$ cat src/rtl/traffic_pkg.sv
// rtl/traffic_pkg.sv - shared phase encodings, lamp codes and default durations for the intersection controller
package traffic_pkg;

    typedef enum logic [2:0] {
        MG  = 3'd0,
        MY  = 3'd1,
        AR1 = 3'd2,
        SG  = 3'd3,
        SY  = 3'd4,
        AR2 = 3'd5
    } phase_t;

    localparam logic [2:0] LAMP_RED = 3'b100;
    localparam logic [2:0] LAMP_YEL = 3'b010;
    localparam logic [2:0] LAMP_GRN = 3'b001;

    localparam int DEF_MIN_GREEN  = 8;
    localparam int DEF_SIDE_GREEN = 6;
    localparam int DEF_YELLOW_T   = 3;
    localparam int DEF_ALLRED_T   = 2;
    localparam int DEF_CNT_W      = 8;

endpackage

$ cat src/rtl/phase_timer.sv
// rtl/phase_timer.sv - tick-gated saturating phase timer with clear and duration compare
module phase_timer #(
    parameter int CNT_W = 8
) (
    input  logic             clk,
    input  logic             rst,
    input  logic             tick,
    input  logic             clr,
    input  logic [CNT_W:0]   dur,
    output logic             done,
    output logic             elapsed
);

    logic [CNT_W-1:0] cnt;
    logic [CNT_W:0]   last;

    assign last = dur - 1'b1;

    always_ff @(posedge clk or negedge rst) begin
        if (!rst) begin
            cnt <= '0;
        end else if (clr) begin
            cnt <= '0;
        end else if (tick && (cnt != '1)) begin
            cnt <= cnt + 1'b1;
        end
    end

    // elapsed stays true once the minimum is reached; saturation keeps it from wrapping false
    assign done    = tick && ({1'b0, cnt} == last);
    assign elapsed = tick && ({1'b0, cnt} >= last);

endmodule

$ cat src/rtl/intersection_phase_ctrl.sv
// rtl/intersection_phase_ctrl.sv - two-road phase sequencer; PED_WALK_EN adds ped_req/walk
module intersection_phase_ctrl
    import traffic_pkg::*;
#(
    parameter int MIN_GREEN  = DEF_MIN_GREEN,
    parameter int SIDE_GREEN = DEF_SIDE_GREEN,
    parameter int YELLOW_T   = DEF_YELLOW_T,
    parameter int ALLRED_T   = DEF_ALLRED_T,
    parameter int CNT_W      = DEF_CNT_W
) (
    input  logic       clk,
    input  logic       rst,
    input  logic       tick,
    input  logic       side_req,
`ifdef PED_WALK_EN
    input  logic       ped_req,
    output logic       walk,
`endif
    output logic [2:0] main_lights,
    output logic [2:0] side_lights,
    output logic [2:0] phase,
    output logic       req_pending
);

    phase_t         state;
    phase_t         state_nx;
    logic [CNT_W:0] dur;
    logic           done;
    logic           elapsed;
    logic           enter_sg;
    logic           req_any;

    always_comb begin
        dur = (CNT_W+1)'(ALLRED_T);
        case (state)
            MG:      dur = (CNT_W+1)'(MIN_GREEN);
            MY, SY:  dur = (CNT_W+1)'(YELLOW_T);
            SG:      dur = (CNT_W+1)'(SIDE_GREEN);
            default: dur = (CNT_W+1)'(ALLRED_T);
        endcase
    end

    phase_timer #(.CNT_W(CNT_W)) u_timer (
        .clk     (clk),
        .rst     (rst),
        .tick    (tick),
        .clr     (state_nx != state),
        .dur     (dur),
        .done    (done),
        .elapsed (elapsed)
    );

    always_ff @(posedge clk or negedge rst) begin
        if (!rst) begin
            state <= MG;
        end else begin
            state <= state_nx;
        end
    end

    always_comb begin
        state_nx = state;
        case (state)
            MG:      if (elapsed && req_pending) state_nx = MY;
            MY:      if (done) state_nx = AR1;
            AR1:     if (done) state_nx = SG;
            SG:      if (done) state_nx = SY;
            SY:      if (done) state_nx = AR2;
            AR2:     if (done) state_nx = MG;
            default: state_nx = AR2;
        endcase
    end

`ifdef PED_WALK_EN
    assign req_any = side_req | ped_req;
`else
    assign req_any = side_req;
`endif

    assign enter_sg = (state_nx == SG) && (state != SG);

    always_ff @(posedge clk or negedge rst) begin
        if (!rst) begin
            req_pending <= 1'b0;
        end else if (enter_sg) begin
            req_pending <= 1'b0;
        end else if (req_any && (state != SG)) begin
            req_pending <= 1'b1;
        end
    end

`ifdef PED_WALK_EN
    logic ped_latched;

    // walk samples the latch on SG entry so it stays steady for the whole side green
    always_ff @(posedge clk or negedge rst) begin
        if (!rst) begin
            ped_latched <= 1'b0;
            walk        <= 1'b0;
        end else if ((state == SG) && (state_nx != SG)) begin
            ped_latched <= 1'b0;
            walk        <= 1'b0;
        end else begin
            if (enter_sg) walk <= ped_latched;
            if (ped_req && (state != SG)) ped_latched <= 1'b1;
        end
    end
`endif

    always_comb begin
        main_lights = LAMP_RED;
        side_lights = LAMP_RED;
        case (state)
            MG:      main_lights = LAMP_GRN;
            MY:      main_lights = LAMP_YEL;
            SG:      side_lights = LAMP_GRN;
            SY:      side_lights = LAMP_YEL;
            default: ;
        endcase
    end

    assign phase = state;

endmodule

$ cat config.mk
export PLATFORM = sky130hd
export DESIGN_NAME = intersection_phase_ctrl
export DESIGN_NICKNAME = d
export VERILOG_FILES = /design/src/rtl/traffic_pkg.sv /design/src/rtl/phase_timer.sv /design/src/rtl/intersection_phase_ctrl.sv
export SDC_FILE = /design/constraint.sdc
export NUM_CORES = 1
export LEC_CHECK = 0
export CORE_MARGIN = 2
export CORE_UTILIZATION = 61
export CTS_BUF_LIST = sky130_fd_sc_hd__clkbuf_4
export DETAILED_ROUTE_END_ITERATION = 6
export PLACE_DENSITY = 0.87
export REMOVE_ABC_BUFFERS = 1
export SLEW_MARGIN = 10
export SYNTH_ARGS = -nofsm -noshare
export SYNTH_HDL_FRONTEND = slang
export SYNTH_HIERARCHICAL = 1
export SYNTH_SLANG_ARGS = --single-unit
$ cat constraint.sdc
create_clock -name clk -period 5.6 [get_ports clk]
set_input_delay 0.84 -clock clk [delete_from_list [all_inputs] [get_ports clk]]
set_output_delay 0.84 -clock clk [all_outputs]
set_load 0.1 [all_outputs]
==> summary.md <==
| Metric | Value |
|---|---|
| Most common cell in the netlist | `nor2_1` |
| Via Count | `938` |
| Outcome | `finished, final reports clean` |
| GRT Overall Usage | `a little over a quarter` |
| Full die area | `~0.0021 sq mm` |
| Sw power | `431.9 uW` |
| Crit-path max FO | `14` |
| Placed cell area | `about 0.0012 sq mm` |
| RSZ-0062 raised after global routing | `no` |
| Drt via density | `5.720` |
| Pre-CTS setup slack | `1.854 ns` |
| Critical-path cell list | `or3_1 > inv_1 > ha_1 > or3b_4 > nor3_1 > xnor2_1 > ha_1 > nand3_1 > nor3_1 > a221oi_1 > a21boi_0 > nand2_1 > a22oi_1 > o32a_1 > nor3_1` |
| Slew HR | `between 30% and 40%` |
| Max Fclk | `265.1 MHz` |
| Cts hold-fix bufs | `0` |
| Antenna cells | `0` |
| Most area-hungry cell type in the Yosys netlist | `dfrtp_1` |
| # port buffers | `13` |
| Worst-Skew Late Latency | `0.27 ns` |
| Synth area leaders | `dfrtp_1 29%, ha_1 12%, xnor2_1 5.9%, nor2_1 5.4%, mux2i_1 2.9%` |
| CTS tree | `yes` |
| Worst Setup Slack, final | `between 1.5 and 2 ns` |
| Final std cells w/o fill | `164` |
| Req. time, crit path | `5.74 ns` |
| Hold Path Class | `flip-flop to flip-flop` |
| Leakage | `0.0005901 uW` |
| Top Ports | `14` |
| Post-DR wirelength/cell | `13.90 um` |
| Mapped cell area | `0.001041 sq mm` |
| Drt first-iter violations | `47` |
| Clock-pin slew on the worst setup and hold paths | `0.07 ns` |
| Starting Density | `66.77%` |
| Post-CTS Setup Bufs | `0` |
| Final period util | `67.36%` |
| Post-DRT Antenna Nets | `0` |
| Vias in the first global route | `894` |
| Core region area | `0.001559 sq mm` |
| Part of the power in registers | `a little under a quarter` |
| Clock Path Buffers | `2` |
| Area share of the largest cell type after synthesis | `28.85%` |
| Post-synthesis average cell area | `approximately 8.7 sq um` |
| Switching share of power | `approximately three fifths` |
| Setup Crit Path Kind | `flip-flop to flip-flop` |
| Final Slew Violations | `0` |
| Final hold violations | `0` |
| Largest net degree at the start of global routing | `15` |
| Initial antenna violation count | `0` |
| Die extent in y | `45.31 um` |
| Max-Cap Viols | `0` |
| Final Critical Period | `3.772 ns` |
| Reg2Reg Setup Slack | `1.83 ns` |
| Die W | `45.31 um` |
| Cells after DPL | `160` |
| Synth top cells by count | `15 x nor2_1, 12 x dfrtp_1, 10 x ha_1` |
| Worst Path Buf+Inv | `1` |
| Dpl hpwl | `1726 um` |
| Worst-Margin Slew | `0.9711 ns` |
| Cell mode on critical path | `nor3_1` |
| Ys async rst share | `100.0%` |
| Comb pwr share | `68.7%` |
| TNS Setup | `0 ns` |
| Routed WL | `2280 um` |
| Root Buffer | `clkbuf_4` |
| DRC Markers | `0` |
| Final setup viols | `0` |
| Row cnt | `14` |
| Clk pwr share | `7.2%` |
| Clock Skew | `approximately 0.0041 ns` |
| Power per standard cell area | `584.3 mW/mm^2` |
| Final Instance Area | `0.001249 sq mm` |
| Final Total Pwr | `729.6 uW` |
| Startpoint Class | `flip-flop` |
| Worst vdd ir | `around 0.58 mV` |
| Cells after Synth | `120` |
| CTS Buf Count | `3` |
| CP Data Arrival Time | `3.92 ns` |
| Nets | `between 150 and 200` |
| Internal power | `297.7 uW` |
| CP max stage delay | `~0.53 ns` |
| Number of synthesized flops with an enable pin | `0` |
| # clock sinks | `12` |
| Synthesis-to-finish area growth | `19.95%` |
| Ys Warns | `6` |
| RD Place Congestion | `0.8474` |
| Crit path max-delay family | `simple AND/OR/NAND/NOR gates` |
| Cells resized by post-CTS repair | `0` |
| GR Overflow Total | `0` |
| Distinct cells, synth | `39` |
| Flops & latches, synth | `12` |
| Global-route wire length before repair | `approximately 4000 um` |
| Predominant post-synthesis flop cell | `dfrtp_1` |
| First drt pass iteration count | `4` |
| H-tree depth | `1` |
| Part of the Yosys area used for sequential elements | `between 20% and 30%` |
| CP max stage cell | `dfrtp_1` |
| Endpoint class of the critical path | `flip-flop` |
| Layout cell share with drive strength beyond 1 | `6.757%` |
[worst register-to-register path: stages (launching register included)]
cell and delay [ns]:
dfrtp_1 0.53, or3_1 0.49, inv_1 0.08, ha_1 0.17, or3b_4 0.42, nor3_1 0.19
xnor2_1 0.10, ha_1 0.30, nand3_1 0.09, nor3_1 0.25, a221oi_1 0.11, a21boi_0 0.18
nand2_1 0.11, a22oi_1 0.16, o32a_1 0.37, nor3_1 0.11
[cells in the final DEF (no fill, tap or decap), types with 2 or more instances in the layout]
| master | Yosys | routed |
|---|---|---|
| and4_1 | 2 | 2 |
| a31oi_1 | 2 | 2 |
| o21ai_0 | 5 | 5 |
| nand2b_1 | 4 | 4 |
| nand2_1 | 7 | 7 |
| xor2_1 | 3 | 3 |
| and3_1 | 3 | 3 |
| clkbuf_4 | 0 | 3 |
| a21oi_1 | 4 | 4 |
| nand3_1 | 4 | 4 |
| nor2_1 | 15 | 15 |
| nor3_1 | 6 | 6 |
| or3_1 | 2 | 2 |
| conb_1 | 1 | 16 |
| ha_1 | 10 | 10 |
| clkdlybuf4s50_1 | 0 | 13 |
| xnor2_1 | 7 | 7 |
| mux2i_1 | 3 | 3 |
| inv_1 | 8 | 8 |
| dfrtp_1 | 12 | 12 |
[worst paths after layout]
check / from / end / depth (start not counted)
min in group asynchronous: rst / u_timer/cnt[4] / 1
max in group asynchronous: rst / phase[0] / 1
min reg2reg: req_pending / req_pending / 2
max reg2reg: phase[1] / u_timer/cnt[6] / 15
min: req_pending / req_pending / 2
max: phase[1] / u_timer/cnt[6] / 15
[metal layers]
layer  wire length, um  up-vias  GRT usage [%]
li1                  -      468              -
met1               993      424          35.20
met2              1139       40          45.14
met3               115        6          2.800
met4                31        0          12.94
met5                 0        -              0
[area by class of cell]
class	count	area, sq um
well taps	16	20.02
fillers	107	310.3
multi-input cells	110	738.2
clock inverters	1	3.754
inverters	9	33.78
flip-flops and latches	12	300.3
clock buffers	3	22.52
repair buffers	13	130.1
[per-stage QoR]
stage          hold slack (ns)  utilization [%]
6_report                0.6019            80.10
5_1_grt                 0.6404            80.10
4_1_cts                 0.6021            80.10
3_5_place_dp            0.5934            78.41
3_3_place_gp            0.5860            78.41
2_1_floorplan           0.5370                -
[registers in the layout, indices dropped and copies added, names as in the netlist]
signal,cells
req_pending,1
phase,3
u_timer/cnt,8
[power groups by stage]
stage | sequential (uW) | clock [uW] | combinational, uW
4_1_cts | 173 | 54.3 | 502
6_report | 175 | 52.8 | 501
3_5_place_dp | 173 | 0 | 501
3_3_place_gp | 169 | 0 | 485
2_1_floorplan | 208 | 0 | 352
5_1_grt | 183 | 58.9 | 544
[logic make-up after synthesis]
| kind of cell | Yosys count | share of synthesized area [%] |
|---|---|---|
| AOI/OAI and AO/OA | 21 | 14.54 |
| muxes | 4 | 3.966 |
| xor gates and xnor gates | 10 | 8.414 |
| adders and majority gates | 10 | 12.02 |
| and+or+nand+nor | 49 | 26.20 |
| buffers and inverters | 13 | 5.648 |
| DFF | 12 | 28.85 |
| other | 1 | 0.3602 |
(Power assumes the default switching activity.)
